## src/rtl/mc_ctrl_if.sv

```systemverilog
// Control/handshake bundle between the multi-cycle controller and the MIPS32 datapath.
// The master side is the controller; the slave side is the datapath or the memories.
interface mc_ctrl_if #(
    parameter int unsigned CNT_W = 32
) ();
    logic [6:0]       decdOp;
    logic             zero;
    logic             im_ack;
    logic             dm_ack;
    logic             im_req;
    logic             dm_req;
    logic             IRWr;
    logic             PCWr;
    logic             GPRWr;
    logic             DMWr;
    logic             ExtOp;
    logic             RWSel;
    logic             BSel;
    logic             MemToReg;
    logic [1:0]       nPCOp;
    logic [3:0]       ALUOp;
    logic [2:0]       state;
    logic             start;
    logic             ill;
    logic             err;
    logic [CNT_W-1:0] retired;

    modport master (
        input  decdOp, zero, im_ack, dm_ack,
        output im_req, dm_req, IRWr, PCWr, GPRWr, DMWr,
               ExtOp, RWSel, BSel, MemToReg, nPCOp, ALUOp,
               state, start, ill, err, retired
    );

    modport slave (
        output decdOp, zero, im_ack, dm_ack,
        input  im_req, dm_req, IRWr, PCWr, GPRWr, DMWr,
               ExtOp, RWSel, BSel, MemToReg, nPCOp, ALUOp,
               state, start, ill, err, retired
    );
endinterface

```

## src/rtl/mc_ctrl.sv

```systemverilog
// Multi-cycle MIPS32 controller: Fetch/Decode/Execute/Memory/Write-back sequencing with
// bounded-wait memory handshakes, illegal-opcode flagging and a retired-instruction counter.
module mc_ctrl #(
    parameter int unsigned TIMEOUT = 16,
    parameter int unsigned TO_W    = 5,
    parameter int unsigned CNT_W   = 32
) (
    input  logic      clk,
    input  logic      clr,
    mc_ctrl_if.master bus
);

    typedef enum logic [2:0] {
        S_INIT   = 3'b000,
        S_FETCH  = 3'b001,
        S_DECD   = 3'b010,
        S_EXE    = 3'b011,
        S_OPMEM  = 3'b100,
        S_WRBACK = 3'b101,
        S_ERR    = 3'b111
    } state_t;

    typedef enum logic [2:0] {
        K_R, K_ORI, K_LUI, K_LW, K_SW, K_BEQ, K_J, K_ILL
    } kind_t;

    localparam logic [TO_W-1:0] TO_LAST = (TIMEOUT == 0) ? '0 : TO_W'(TIMEOUT - 1);

    state_t           state;
    state_t           state_nxt;
    logic [TO_W-1:0]  wait_cnt;
    logic [CNT_W-1:0] retired;
    logic             start;

    kind_t            kind;
    logic             ext_op;
    logic             rw_sel;
    logic             b_sel;
    logic [3:0]       alu_op;

    logic             im_req;
    logic             dm_req;
    logic             ir_wr;
    logic             pc_wr;
    logic             gpr_wr;
    logic             dm_wr;
    logic             ill;
    logic [1:0]       npc_op;
    logic             retire;
    logic             wait_inc;
    logic             timeout_hit;

    assign timeout_hit = (TIMEOUT != 0) && (wait_cnt == TO_LAST);

    // Opcode decode into instruction class and datapath selects.
    always_comb begin
        kind   = K_ILL;
        ext_op = 1'b0;
        rw_sel = 1'b0;
        b_sel  = 1'b0;
        alu_op = 4'd0;
        unique case (bus.decdOp)
            7'b1000011: begin kind = K_R;   rw_sel = 1'b1; alu_op = 4'd1; end
            7'b1000111: begin kind = K_R;   rw_sel = 1'b1; alu_op = 4'd2; end
            7'b1010011: begin kind = K_R;   rw_sel = 1'b1; alu_op = 4'd5; end
            7'b0011010: begin kind = K_ORI; ext_op = 1'b1; b_sel = 1'b1; alu_op = 4'd4; end
            7'b0011111: begin kind = K_LUI; b_sel = 1'b1; alu_op = 4'd7; end
            7'b1000110: begin kind = K_LW;  ext_op = 1'b1; b_sel = 1'b1; alu_op = 4'd1; end
            7'b1010110: begin kind = K_SW;  ext_op = 1'b1; b_sel = 1'b1; alu_op = 4'd1; end
            7'b0001000: begin kind = K_BEQ; ext_op = 1'b1; b_sel = 1'b1; alu_op = 4'd2; end
            7'b0000100: begin kind = K_J; end
            default:    kind = K_ILL;
        endcase
    end

    // Next-state and strobe logic.
    always_comb begin
        state_nxt = state;
        im_req    = 1'b0;
        dm_req    = 1'b0;
        ir_wr     = 1'b0;
        pc_wr     = 1'b0;
        gpr_wr    = 1'b0;
        dm_wr     = 1'b0;
        ill       = 1'b0;
        npc_op    = 2'b00;
        retire    = 1'b0;
        wait_inc  = 1'b0;
        unique case (state)
            S_INIT: state_nxt = S_FETCH;
            S_FETCH: begin
                im_req = 1'b1;
                if (bus.im_ack) begin
                    ir_wr     = 1'b1;
                    pc_wr     = 1'b1;
                    state_nxt = S_DECD;
                end else if (timeout_hit) begin
                    state_nxt = S_ERR;
                end else begin
                    wait_inc = 1'b1;
                end
            end
            S_DECD: begin
                if (kind == K_ILL) begin
                    ill       = 1'b1;
                    state_nxt = S_FETCH;
                end else begin
                    state_nxt = S_EXE;
                end
            end
            S_EXE: begin
                unique case (kind)
                    K_R, K_ORI, K_LUI: state_nxt = S_WRBACK;
                    K_LW, K_SW:        state_nxt = S_OPMEM;
                    K_BEQ: begin
                        pc_wr     = bus.zero;
                        npc_op    = 2'b01;
                        retire    = 1'b1;
                        state_nxt = S_FETCH;
                    end
                    K_J: begin
                        pc_wr     = 1'b1;
                        npc_op    = 2'b10;
                        retire    = 1'b1;
                        state_nxt = S_FETCH;
                    end
                    default: state_nxt = S_FETCH;
                endcase
            end
            S_OPMEM: begin
                dm_req = 1'b1;
                dm_wr  = (kind == K_SW);
                if (bus.dm_ack) begin
                    if (kind == K_SW) begin
                        retire    = 1'b1;
                        state_nxt = S_FETCH;
                    end else begin
                        state_nxt = S_WRBACK;
                    end
                end else if (timeout_hit) begin
                    state_nxt = S_ERR;
                end else begin
                    wait_inc = 1'b1;
                end
            end
            S_WRBACK: begin
                gpr_wr    = 1'b1;
                retire    = 1'b1;
                state_nxt = S_FETCH;
            end
            S_ERR:   state_nxt = S_ERR;
            default: state_nxt = S_INIT;
        endcase
        // A clear in flight silences everything so an aborted instruction leaves no trace.
        if (clr) begin
            im_req = 1'b0;
            dm_req = 1'b0;
            ir_wr  = 1'b0;
            pc_wr  = 1'b0;
            gpr_wr = 1'b0;
            dm_wr  = 1'b0;
            ill    = 1'b0;
            retire = 1'b0;
        end
    end

    // State, wait counter, start pulse and retired counter.
    always_ff @(posedge clk) begin
        if (clr) begin
            state    <= S_INIT;
            wait_cnt <= '0;
            retired  <= '0;
            start    <= 1'b0;
        end else begin
            state <= state_nxt;
            start <= (state == S_INIT);
            if (state_nxt != state) begin
                wait_cnt <= '0;
            end else if (wait_inc) begin
                wait_cnt <= wait_cnt + TO_W'(1);
            end
            if (retire) begin
                retired <= retired + CNT_W'(1);
            end
        end
    end

    assign bus.im_req   = im_req;
    assign bus.dm_req   = dm_req;
    assign bus.IRWr     = ir_wr;
    assign bus.PCWr     = pc_wr;
    assign bus.GPRWr    = gpr_wr;
    assign bus.DMWr     = dm_wr;
    assign bus.ExtOp    = ext_op;
    assign bus.RWSel    = rw_sel;
    assign bus.BSel     = b_sel;
    assign bus.MemToReg = (kind != K_LW);
    assign bus.nPCOp    = npc_op;
    assign bus.ALUOp    = alu_op;
    assign bus.state    = state;
    assign bus.start    = start;
    assign bus.ill      = ill;
    assign bus.err      = (state == S_ERR);
    assign bus.retired  = retired;

endmodule

```

## src/flat_wrapper.sv

```systemverilog
// flat-port wrapper written by rule: the top's interface ports become plain ports
module mc_ctrl_flat 
#(
    parameter int unsigned TIMEOUT = 16,
    parameter int unsigned TO_W    = 5,
    parameter int unsigned CNT_W   = 32
)
  (clk, clr, bus_decdOp, bus_zero, bus_im_ack, bus_dm_ack, bus_im_req, bus_dm_req, bus_IRWr, bus_PCWr, bus_GPRWr, bus_DMWr, bus_ExtOp, bus_RWSel, bus_BSel, bus_MemToReg, bus_nPCOp, bus_ALUOp, bus_state, bus_start, bus_ill, bus_err, bus_retired);
  mc_ctrl_if #(.CNT_W(CNT_W)) bus_i ();
  input  logic clk;
  input  logic clr;
  input wire logic [$bits(bus_i.decdOp)-1:0] bus_decdOp;
  input wire logic [$bits(bus_i.zero)-1:0] bus_zero;
  input wire logic [$bits(bus_i.im_ack)-1:0] bus_im_ack;
  input wire logic [$bits(bus_i.dm_ack)-1:0] bus_dm_ack;
  output wire logic [$bits(bus_i.im_req)-1:0] bus_im_req;
  output wire logic [$bits(bus_i.dm_req)-1:0] bus_dm_req;
  output wire logic [$bits(bus_i.IRWr)-1:0] bus_IRWr;
  output wire logic [$bits(bus_i.PCWr)-1:0] bus_PCWr;
  output wire logic [$bits(bus_i.GPRWr)-1:0] bus_GPRWr;
  output wire logic [$bits(bus_i.DMWr)-1:0] bus_DMWr;
  output wire logic [$bits(bus_i.ExtOp)-1:0] bus_ExtOp;
  output wire logic [$bits(bus_i.RWSel)-1:0] bus_RWSel;
  output wire logic [$bits(bus_i.BSel)-1:0] bus_BSel;
  output wire logic [$bits(bus_i.MemToReg)-1:0] bus_MemToReg;
  output wire logic [$bits(bus_i.nPCOp)-1:0] bus_nPCOp;
  output wire logic [$bits(bus_i.ALUOp)-1:0] bus_ALUOp;
  output wire logic [$bits(bus_i.state)-1:0] bus_state;
  output wire logic [$bits(bus_i.start)-1:0] bus_start;
  output wire logic [$bits(bus_i.ill)-1:0] bus_ill;
  output wire logic [$bits(bus_i.err)-1:0] bus_err;
  output wire logic [$bits(bus_i.retired)-1:0] bus_retired;
  assign bus_i.decdOp = bus_decdOp;
  assign bus_i.zero = bus_zero;
  assign bus_i.im_ack = bus_im_ack;
  assign bus_i.dm_ack = bus_dm_ack;
  assign bus_im_req = bus_i.im_req;
  assign bus_dm_req = bus_i.dm_req;
  assign bus_IRWr = bus_i.IRWr;
  assign bus_PCWr = bus_i.PCWr;
  assign bus_GPRWr = bus_i.GPRWr;
  assign bus_DMWr = bus_i.DMWr;
  assign bus_ExtOp = bus_i.ExtOp;
  assign bus_RWSel = bus_i.RWSel;
  assign bus_BSel = bus_i.BSel;
  assign bus_MemToReg = bus_i.MemToReg;
  assign bus_nPCOp = bus_i.nPCOp;
  assign bus_ALUOp = bus_i.ALUOp;
  assign bus_state = bus_i.state;
  assign bus_start = bus_i.start;
  assign bus_ill = bus_i.ill;
  assign bus_err = bus_i.err;
  assign bus_retired = bus_i.retired;
  mc_ctrl #(.TIMEOUT(TIMEOUT), .TO_W(TO_W), .CNT_W(CNT_W)) u_core (.clk(clk), .clr(clr), .bus(bus_i));
endmodule
```

## config.mk

```make
export PLATFORM = sky130hd
export DESIGN_NAME = mc_ctrl_flat
export DESIGN_NICKNAME = d
export VERILOG_FILES = /design/src/rtl/mc_ctrl_if.sv /design/src/rtl/mc_ctrl.sv /design/src/flat_wrapper.sv
export SDC_FILE = /design/constraint.sdc
export NUM_CORES = 1
export LEC_CHECK = 0
export CORE_ASPECT_RATIO = 2
export CORE_MARGIN = 2
export CORE_UTILIZATION = 45
export DETAILED_ROUTE_END_ITERATION = 12
export GPL_ROUTABILITY_DRIVEN = 0
export PLACE_DENSITY = 0.85
export SLEW_MARGIN = 10
export SYNTH_ARGS = -nofsm -noshare
export SYNTH_HDL_FRONTEND = slang
export SYNTH_SLANG_ARGS = --single-unit
```

## constraint.sdc

```tcl
create_clock -name clk -period 2.4 [get_ports clk]
set_input_delay 0.48 -clock clk [delete_from_list [all_inputs] [get_ports clk]]
set_output_delay 0.48 -clock clk [all_outputs]
set_load 0.01 [all_outputs]
```

==> results of run 1 <==
[registers in the layout, indices dropped and copies added, names as in the netlist]
signal and flops:
u_core.bus.retired 32, u_core.wait_cnt 5, u_core.bus.state 3, u_core.bus.start 1
[cells in the final DEF (no fill, tap or decap), types with 3 or more instances in the layout]
cell type / n
a21oi_1: 34
and2_1: 3
and3_1: 12
and4_1: 6
buf_12: 3
buf_4: 47
clkbuf_16: 5
clkbuf_4: 3
clkdlybuf4s50_1: 43
dfxtp_1: 41
dlygate4sd2_1: 11
ha_1: 3
inv_1: 7
nand2_1: 18
nand2b_1: 5
nand3_1: 15
nand4_1: 14
nor2_1: 24
nor2b_1: 4
nor3_1: 8
nor3_2: 3
o21ai_0: 12
o21ai_1: 18
o31ai_1: 4
or3_1: 26
or4_1: 4
xor2_1: 3
[tightest hold or removal path, cell delays in order, from the launching register on]
cell and delay (ps):
dfxtp_1 320, o21ai_0 80, a21oi_1 60
[where the power goes]
group | internal [mW] | leakage (nW) | switching, mW | total [mW]
registers | 0.686 | 0.331 | 0.00501 | 0.691
clock network | 0.381 | 0.0696 | 0.272 | 0.653
logic | 0.103 | 1.07 | 0.115 | 0.218
total | 1.17 | 1.47 | 0.393 | 1.56
[layer usage]
| metal | part of all wire (%) | vias up | wire length, microns |
|---|---|---|---|
| li1 | - | 1438 | - |
| met5 | 0 | - | 0 |
| met4 | 3.5 | 0 | 289 |
| met3 | 5.4 | 21 | 441 |
| met1 | 35 | 1442 | 2880 |
| met2 | 56 | 120 | 4560 |
[kinds of logic after synthesis]
logic type,count (synthesis),synth area share (%)
adders and majority gates,3,1.44
other,1,0.144
muxes,2,0.770
xor gates and xnor gates,6,2.02
DFF,41,31.6
AOI/OAI and AO/OA,93,23.3
and+or+nand+nor,158,34.5
buffers and inverters,32,6.31
[worst min-delay path by stage]
stage,cells after the start,to,start
after floorplan,2,u_core.wait_cnt[3],u_core.wait_cnt[3]
after global placement,2,u_core.bus.retired[31],u_core.bus.retired[31]
after detailed placement,2,u_core.bus.retired[31],u_core.bus.retired[31]
after CTS,2,u_core.bus.retired[31],u_core.bus.retired[31]
after global routing,2,u_core.bus.retired[19],u_core.bus.retired[19]
final,2,u_core.bus.retired[31],u_core.bus.retired[31]
[per-stage QoR]
step	hold slack (ps)	std cells	setup TNS, ps
detailed placement	488	485	-25920
floorplan	472	336	0
CTS	497	493	-59.8
finish	496	494	0
global route	534	494	-38.5
global placement	473	485	-23610
[area by class of cell]
type / count / area (sq um)
tap: 61 / 76.3
sequential: 41 / 821
clock buffer: 5 / 125
clock inverter: 3 / 17.5
multi-input combinational: 263 / 1700
timing repair buffer: 114 / 1020
fill: 473 / 1870
inverter: 7 / 26.3
[what timing repair did]
| action | in CTS | in global routing |
|---|---|---|
| gates cloned | 0 | 0 |
| resized for setup | 56 | 13 |
| pin swaps | 4 | 5 |
| setup endpoints to repair | 51 | 6 |
| setup buffers | 0 | 1 |
==> impl_metrics.json, run 1 <==
{
  "syn_area_sq_um": 2600,
  "r2r-start": "u_core.bus.retired[11]",
  "maxSlewViolCount": 0,
  "synth_top_area_share_pct": 31.6,
  "drt_wl_total_microns": 8170,
  "finalHoldViolCount": 0,
  "first_pass_iters": 4,
  "post-place-ws_ps": -725,
  "grt_util_all_layers_pct": 26.1,
  "cts_buffers": 5,
  "grtUsageMet3_pct": 4.53,
  "htree_levels": 2,
  "dp.final_hpwl_microns": 5990,
  "use_met1_pct": 27.3,
  "ant_nets": 0,
  "slowest_stage": "o311ai_4",
  "clock_latency_ps": 290,
  "routed-via-count": 3021,
  "worstSetupEndpoint": "bus_nPCOp[0]",
  "synthArstFlopShare_pct": 0,
  "synth_edf_count": 0,
  "reg2reg_to": "u_core.bus.retired[27]",
  "crit_cells": 8,
  "die-area_sq_um": 6440,
  "maxCapViolations": 0,
  "power_density_nw_per_um2": 412,
  "fin_crit_sh_pct": 99.8,
  "wl_per_cell_microns": 16.5,
  "layout-drive-gt1-share_pct": 20.1,
  "p_total_mw": 1.56,
  "core_sq_um": 5660,
  "synth.most_common_cell": "dfxtp_1",
  "ios": 66,
  "syn_inst": 336,
  "synth_area_per_cell_sq_um": 7.73,
  "outcome": "complete, no violations",
  "die_w_microns": 57.7,
  "post-route-cell-area_sq_um": 3790,
  "synth_top_flop_cell": "dfxtp_1",
  "final.setup_skew_ps": 4.98,
  "fin_nets": 447,
  "synth.top_cells.by_area": "dfxtp_1 (32%), a21oi_1 (6.5%), or3_1 (6.3%)",
  "viasPerCell": 6.12,
  "gr-usage-met2_pct": 47.6,
  "setup_viol": 0,
  "grt_max_degree": 38,
  "cts_tree": "built",
  "cp-end-kind": "primary output",
  "rows": 39,
  "die_h_microns": 111,
  "fin_util_pct": 66.9,
  "r2r_cells": 6,
  "ys_seq_area_share_pct": 31.6,
  "root_buffer": "clkbuf_16",
  "synth_fp_nets": 351,
  "synth_cell_types": 56,
  "worstSetupPathType": "in -> out",
  "drc": 0,
  "overflow": 0,
  "path_buf_inv": 3,
  "period_needed_ps": 2400,
  "cts_max_path_buffers": 2,
  "worstPathRequired_ps": 1920,
  "vdd_drop_max_uv": 664,
  "cp_max_fo": 6,
  "grt_first_pass_wirelength_microns": 13300,
  "fmax_mhz": 417,
  "port-buffer-count": 64,
  "cpLargestDelayFamily": "buffers and inverters",
  "synth_warnings": 0,
  "critPathLaunchType": "primary input",
  "cpPeakStageDelay_ps": 280,
  "drtIter0Drc": 233,
  "arrival_ps": 1920,
  "hold_class": "reg -> reg",
  "cts.sinks": 41,
  "startpoint": "bus_decdOp[6]",
  "timing.final.ws_setup_ps": 3.74,
  "cts_hold_buf": 0,
  "rsz0062_at_grt": "yes",
  "r2r_slack_ps": 360,
  "synth_top_cell_by_area": "dfxtp_1",
  "place_area_sq_um": 3580,
  "synth-seq-cells": 41,
  "synth_common_cells": "dfxtp_1 (41), a21oi_1 (34), or3_1 (26), nor2_1 (25)",
  "grt_antenna_before_repair": 0,
  "grt_pass1_vias": 2835,
  "antennaDiodeCount": 0,
  "p_leak_nw": 1.47,
  "path_clk_slew_ps": 60,
  "area_growth_syn_to_layout_pct": 45.8,
  "path_cells": "clkbuf_4 -> nor2b_4 -> a32oi_1 -> o311ai_4 -> nand2_1 -> buf_4 -> nor2_1 -> dlygate4sd2_1",
  "busiest_layer": "met2",
  "initial_core_util_pct": 45.9
}
Power figures use the tool's default switching activity.
==> run 2: changes to the inputs <==
Settings changed: CORE_MARGIN 2 to default.
==> run 2 against run 1 <==
Worst hold slack worse by 13 ps. Core utilization is 3.5 points higher. Final cell count increased by 1.6%. Critical path depth is the same. Register-to-register slack got worse by 30 ps. Via count grew 2.0%. Die area down 5.2%. Clock power decreased by 11%. First-iteration DRC count shrank 34%. Clock skew increased by 2.4 ps. Critical path type unchanged. Largest cell class unchanged.
==> impl_metrics.json, run 2 (synthesized netlist as in run 1, its figures left out) <==
{
  "layout-drive-gt1-share_pct": 22.4,
  "reg2reg_to": "u_core.bus.retired[29]",
  "critPathLaunchType": "primary input",
  "power_density_nw_per_um2": 388,
  "fin_nets": 456,
  "outcome": "complete, no violations",
  "dp.final_hpwl_microns": 6050,
  "slowest_stage": "o311ai_4",
  "die_w_microns": 55.7,
  "cts.sinks": 41,
  "period_needed_ps": 2390,
  "wl_per_cell_microns": 16.7,
  "vdd_drop_max_uv": 533,
  "r2r-start": "u_core.bus.retired[11]",
  "viasPerCell": 6.14,
  "worstMarginPinSlew_ps": 527,
  "grt_pass1_vias": 2963,
  "drtIter0Drc": 153,
  "busiest_layer": "met2",
  "hold_class": "reg -> reg",
  "cts_tree": "built",
  "initial_core_util_pct": 47.5,
  "grt_util_all_layers_pct": 27.7,
  "die_h_microns": 109,
  "setup_viol": 0,
  "core_sq_um": 5470,
  "p_total_mw": 1.50,
  "cp-end-kind": "primary output",
  "cts_max_path_buffers": 2,
  "rsz0062_at_grt": "yes",
  "fmax_mhz": 418,
  "min_from": "u_core.bus.retired[31]",
  "use_met1_pct": 27.2,
  "rows": 38,
  "maxSlewViolCount": 0,
  "cts_buffers": 5,
  "relSlewSlack_pct": 64.5,
  "htree_levels": 2,
  "min_path_cells": 2,
  "ant_nets": 0,
  "hold_end": "u_core.bus.retired[31]",
  "first_pass_iters": 4,
  "grt_max_degree": 38,
  "worstSetupPathType": "in -> out",
  "routed-via-count": 3081,
  "die-area_sq_um": 6100,
  "top_regs": "u_core.bus.retired: 32 flops, u_core.wait_cnt: 5 flops, u_core.bus.state: 3 flops",
  "drc": 0,
  "antennaDiodeCount": 0,
  "maxCapViolations": 0,
  "path_cells": "buf_2 -> nor3_2 -> a32oi_1 -> o311ai_4 -> nand2_1 -> buf_4 -> nor2_1 -> clkdlybuf4s15_2",
  "p_leak_nw": 1.52,
  "finalHoldViolCount": 0,
  "r2r_cells": 6,
  "setup_tns_ps": 0,
  "root_buffer": "clkbuf_8",
  "arrival_ps": 1910,
  "final.setup_skew_ps": 7.37,
  "drt_wl_total_microns": 8390,
  "area_growth_syn_to_layout_pct": 48.3,
  "grtUsageMet3_pct": 3.06,
  "path_clk_slew_ps": 70,
  "r2r_slack_ps": 330,
  "overflow": 0,
  "fin_crit_sh_pct": 99.8,
  "cpPeakStageDelay_ps": 280,
  "final_common_cell": "buf_4",
  "clock_latency_ps": 300,
  "top_register": "u_core.bus.retired",
  "largest_register_ffs": 32,
  "gr-usage-met2_pct": 54.3,
  "grt_first_pass_wirelength_microns": 13500,
  "ios": 66,
  "final_cell_mix": "buf_4 (57), clkdlybuf4s50_1 (44), dfxtp_1 (41)",
  "cp_max_fo": 7,
  "grt_antenna_before_repair": 0,
  "worstPathRequired_ps": 1920,
  "port-buffer-count": 64
}
## run 2: worst max path at each step
stage / startpoint / slack, ps / end / cells past startpoint
6_report: bus_decdOp[1] / 5 / bus_nPCOp[0] / 8
3_3_place_gp: bus_decdOp[3] / -740 / bus_ALUOp[0] / 8
2_1_floorplan: bus_decdOp[3] / 70 / u_core.bus.retired[1] / 9
5_1_grt: bus_decdOp[1] / -70 / bus_nPCOp[0] / 8
3_5_place_dp: bus_decdOp[2] / -770 / bus_PCWr / 8
4_1_cts: bus_decdOp[4] / -10 / bus_PCWr / 8
## run 2: timing repair
action	in CTS	in global routing
resized for setup	60	14
buffers inserted	6	0
hold buffers	0	0
endpoints found under the setup margin	51	34
pin swaps	8	4
## run 2: layout make-up
class,instances,area (sq um)
Clock buffer,7,86.3
Clock inverter,1,30.0
Fill cell,424,1610
Inverter,7,26.3
Multi-Input combinational cell,263,1720
Sequential cell,41,821
Tap cell,60,75.1
Timing Repair Buffer,123,1100
## run 2: per-layer routing
| layer | vias to the layer above | part of all wire, % |
|---|---|---|
| met5 | - | 0 |
| met4 | 0 | 3.9 |
| met3 | 29 | 4.9 |
| met2 | 128 | 55 |
| met1 | 1463 | 36 |
| li1 | 1461 | - |
## run 2: where the power goes
| group | switching (mW) | internal (mW) | leakage, nW |
|---|---|---|---|
| clock | 0.239 | 0.339 | 0.0585 |
| combinational | 0.120 | 0.109 | 1.13 |
| sequential | 0.00515 | 0.684 | 0.331 |
## run 2: critical path, delay by kind of cell
kind                   cells  cell delay (ps)
AO/OA/AOI/OAI              2              400
buffers and inverters      3              550
AND/OR/NAND/NOR            3              470
## run 2: stage by stage
step | instances | cell area [sq um] | utilization, % | setup WS (ps) | hold slack [ps]
after CTS | 502 | 3830 | 70.1 | -13.9 | 485
final | 502 | 3850 | 70.5 | 5.13 | 484
after floorplan | 336 | 2600 | - | 66.4 | 472
after global routing | 502 | 3850 | 70.5 | -70.3 | 517
after global placement | 488 | 3620 | 66.3 | -735 | 467
after detailed placement | 488 | 3620 | 66.3 | -774 | 475
==> run 3: changes to the inputs <==
Settings changed: CORE_UTILIZATION 45 to 57, DONT_BUFFER_PORTS from default to 1, PLACE_DENSITY 0.85 to 0.83.
==> run 3 against run 2 <==
Clock skew shrank 1.6 ps. Clock power is essentially flat. Critical path depth shrank 2. Clock-buffer cell count is the same. Largest cell class unchanged. Global-route usage shrank 1.7 points. Highest routed layer unchanged. Largest power group unchanged. Register-to-register slack is essentially flat. Flip-flop and latch count is the same. Final cell count shrank 23%. Combinational power shrank 55%.
==> impl_metrics.json, run 3 (synthesized netlist as in run 1, its figures left out) <==
{
  "finalHoldViolCount": 0,
  "cpPeakStageDelay_ps": 410,
  "switchingPower_mw": 0.303,
  "maxSlewViolCount": 0,
  "largest_register_ffs": 32,
  "path_clk_slew_ps": 80,
  "final.setup_skew_ps": 5.74,
  "r2r_slack_ps": 340,
  "grt_antenna_before_repair": 0,
  "ios": 66,
  "drtIter0Drc": 67,
  "fin_crit_sh_pct": 91.4,
  "drt_wl_total_microns": 6080,
  "grtUsageMet3_pct": 6.10,
  "post-place-ws_ps": 77.2,
  "worstPathRequired_ps": 1920,
  "maxCapViolations": 0,
  "clock_latency_ps": 290,
  "core_sq_um": 4340,
  "cts_hold_buf": 0,
  "drc": 0,
  "outcome": "complete, no violations",
  "grt_util_all_layers_pct": 26.0,
  "period_needed_ps": 2190,
  "grt_first_pass_wirelength_microns": 10000,
  "port-buffer-count": 0,
  "slowest_stage": "o32ai_2",
  "final_common_cell": "dfxtp_1",
  "fill_cells": 409,
  "final_cell_mix": "dfxtp_1 (41), a21oi_1 (34), or3_1 (26)",
  "top_regs": "u_core.bus.retired: 32 flops, u_core.wait_cnt: 5 flops, u_core.bus.state: 3 flops",
  "gr-usage-met2_pct": 47.5,
  "dp.final_hpwl_microns": 4420,
  "cp_max_fo": 8,
  "setup_tns_ps": 0,
  "busiest_layer": "met2",
  "cts_max_path_buffers": 2,
  "p_leak_nw": 0.938,
  "rsz0062_at_grt": "no",
  "power_density_nw_per_um2": 495,
  "cp-end-kind": "primary output",
  "root_buffer": "clkbuf_8",
  "grt_pass1_vias": 2366,
  "layout-drive-gt1-share_pct": 9.28,
  "worstSetupPathType": "in -> out",
  "post_cts_buffers": 0,
  "rows": 34,
  "viasPerCell": 6.52,
  "antennaDiodeCount": 0,
  "combPwrFrac_pct": 7.5,
  "setup_viol": 0,
  "switching_share_pct": 22.1,
  "wl_per_cell_microns": 15.7,
  "first_pass_iters": 4,
  "internal_power_mw": 1.07,
  "cts_resized": 0,
  "top_register": "u_core.bus.retired",
  "path_cells": "nand2b_1 -> o32ai_2 -> o311ai_4 -> nand2_1 -> a21oi_1 -> o211a_1",
  "pwr-share-seq_pct": 50.2,
  "timing.final.ws_setup_ps": 206,
  "overflow": 0,
  "routed-via-count": 2529,
  "die_h_microns": 97.5,
  "initial_core_util_pct": 59.9,
  "area_growth_syn_to_layout_pct": 6.60,
  "use_met1_pct": 25.2,
  "cts_buffers": 5,
  "arrival_ps": 1710,
  "htree_levels": 2,
  "hold_class": "in -> reg",
  "pwr-share-clk_pct": 42.3,
  "vdd_drop_max_uv": 446,
  "die_w_microns": 49.7,
  "die-area_sq_um": 4850,
  "grt_max_degree": 52,
  "fmax_mhz": 456,
  "ant_nets": 0,
  "critPathLaunchType": "primary input",
  "fin_nets": 348,
  "cts.sinks": 41,
  "cts_tree": "built"
}
## run 3: changes by cell type in the layout (fill, tap and decap cells not counted), sizes merged
| cell | before | now |
|---|---|---|
| dlygate4sd2 | 7 | 0 |
| buf | 65 | 15 |
| dlymetal6s2s | 3 | 0 |
| clkdlybuf4s15 | 1 | 0 |
| clkbuf | 10 | 7 |
| clkdlybuf4s50 | 44 | 0 |
## run 3: power groups by stage
stage | Clock (mW) | Combinational [mW] | Sequential [mW]
4_1_cts | 0.589 | 0.103 | 0.688
6_report | 0.580 | 0.103 | 0.688
2_1_floorplan | 0 | 0.102 | 0.707
3_3_place_gp | 0 | 0.101 | 0.704
5_1_grt | 0.620 | 0.113 | 0.689
3_5_place_dp | 0 | 0.102 | 0.704
## run 3: final timing paths
path | startpoint | end | cells after the start
worst min register to register | u_core.wait_cnt[4] | u_core.wait_cnt[4] | 2
worst min-delay path | clr | u_core.bus.start | 1
worst max-delay path | bus_decdOp[3] | bus_PCWr | 6
worst max register to register | u_core.bus.retired[12] | u_core.bus.retired[27] | 6
## run 3: routing by layer
metal,wire (microns),vias to the layer above
li1,-,1255
met2,3290,89
met3,311,13
met4,143,0
met5,0,-
met1,2330,1172
## run 3: critical path: cells and delay by family
| kind | cells | cell delay (ps) |
|---|---|---|
| AO/OA/AOI/OAI | 4 | 900 |
| AND/OR/NAND/NOR | 2 | 340 |
## run 3: layout make-up
type | instances | area [sq um] | area share [%]
clock buffer | 7 | 86.3 | 3.12
clock inverter | 1 | 30.0 | 1.08
inverter | 7 | 26.3 | 0.949
multi-input combinational | 263 | 1610 | 58.3
sequential | 41 | 821 | 29.6
tap | 54 | 67.6 | 2.44
timing repair buffer | 15 | 125 | 4.52
## run 3: stage by stage
step | instance area (sq um) | hold slack (ps) | util (%) | cells | total power, mW
2_1_floorplan | 2600 | 472 | - | 336 | 0.809
3_5_place_dp | 2650 | 495 | 61.2 | 380 | 0.807
4_1_cts | 2770 | 242 | 63.8 | 388 | 1.38
6_report | 2770 | 255 | 63.8 | 388 | 1.37
5_1_grt | 2770 | 235 | 63.8 | 388 | 1.42
3_3_place_gp | 2650 | 484 | 61.2 | 380 | 0.805
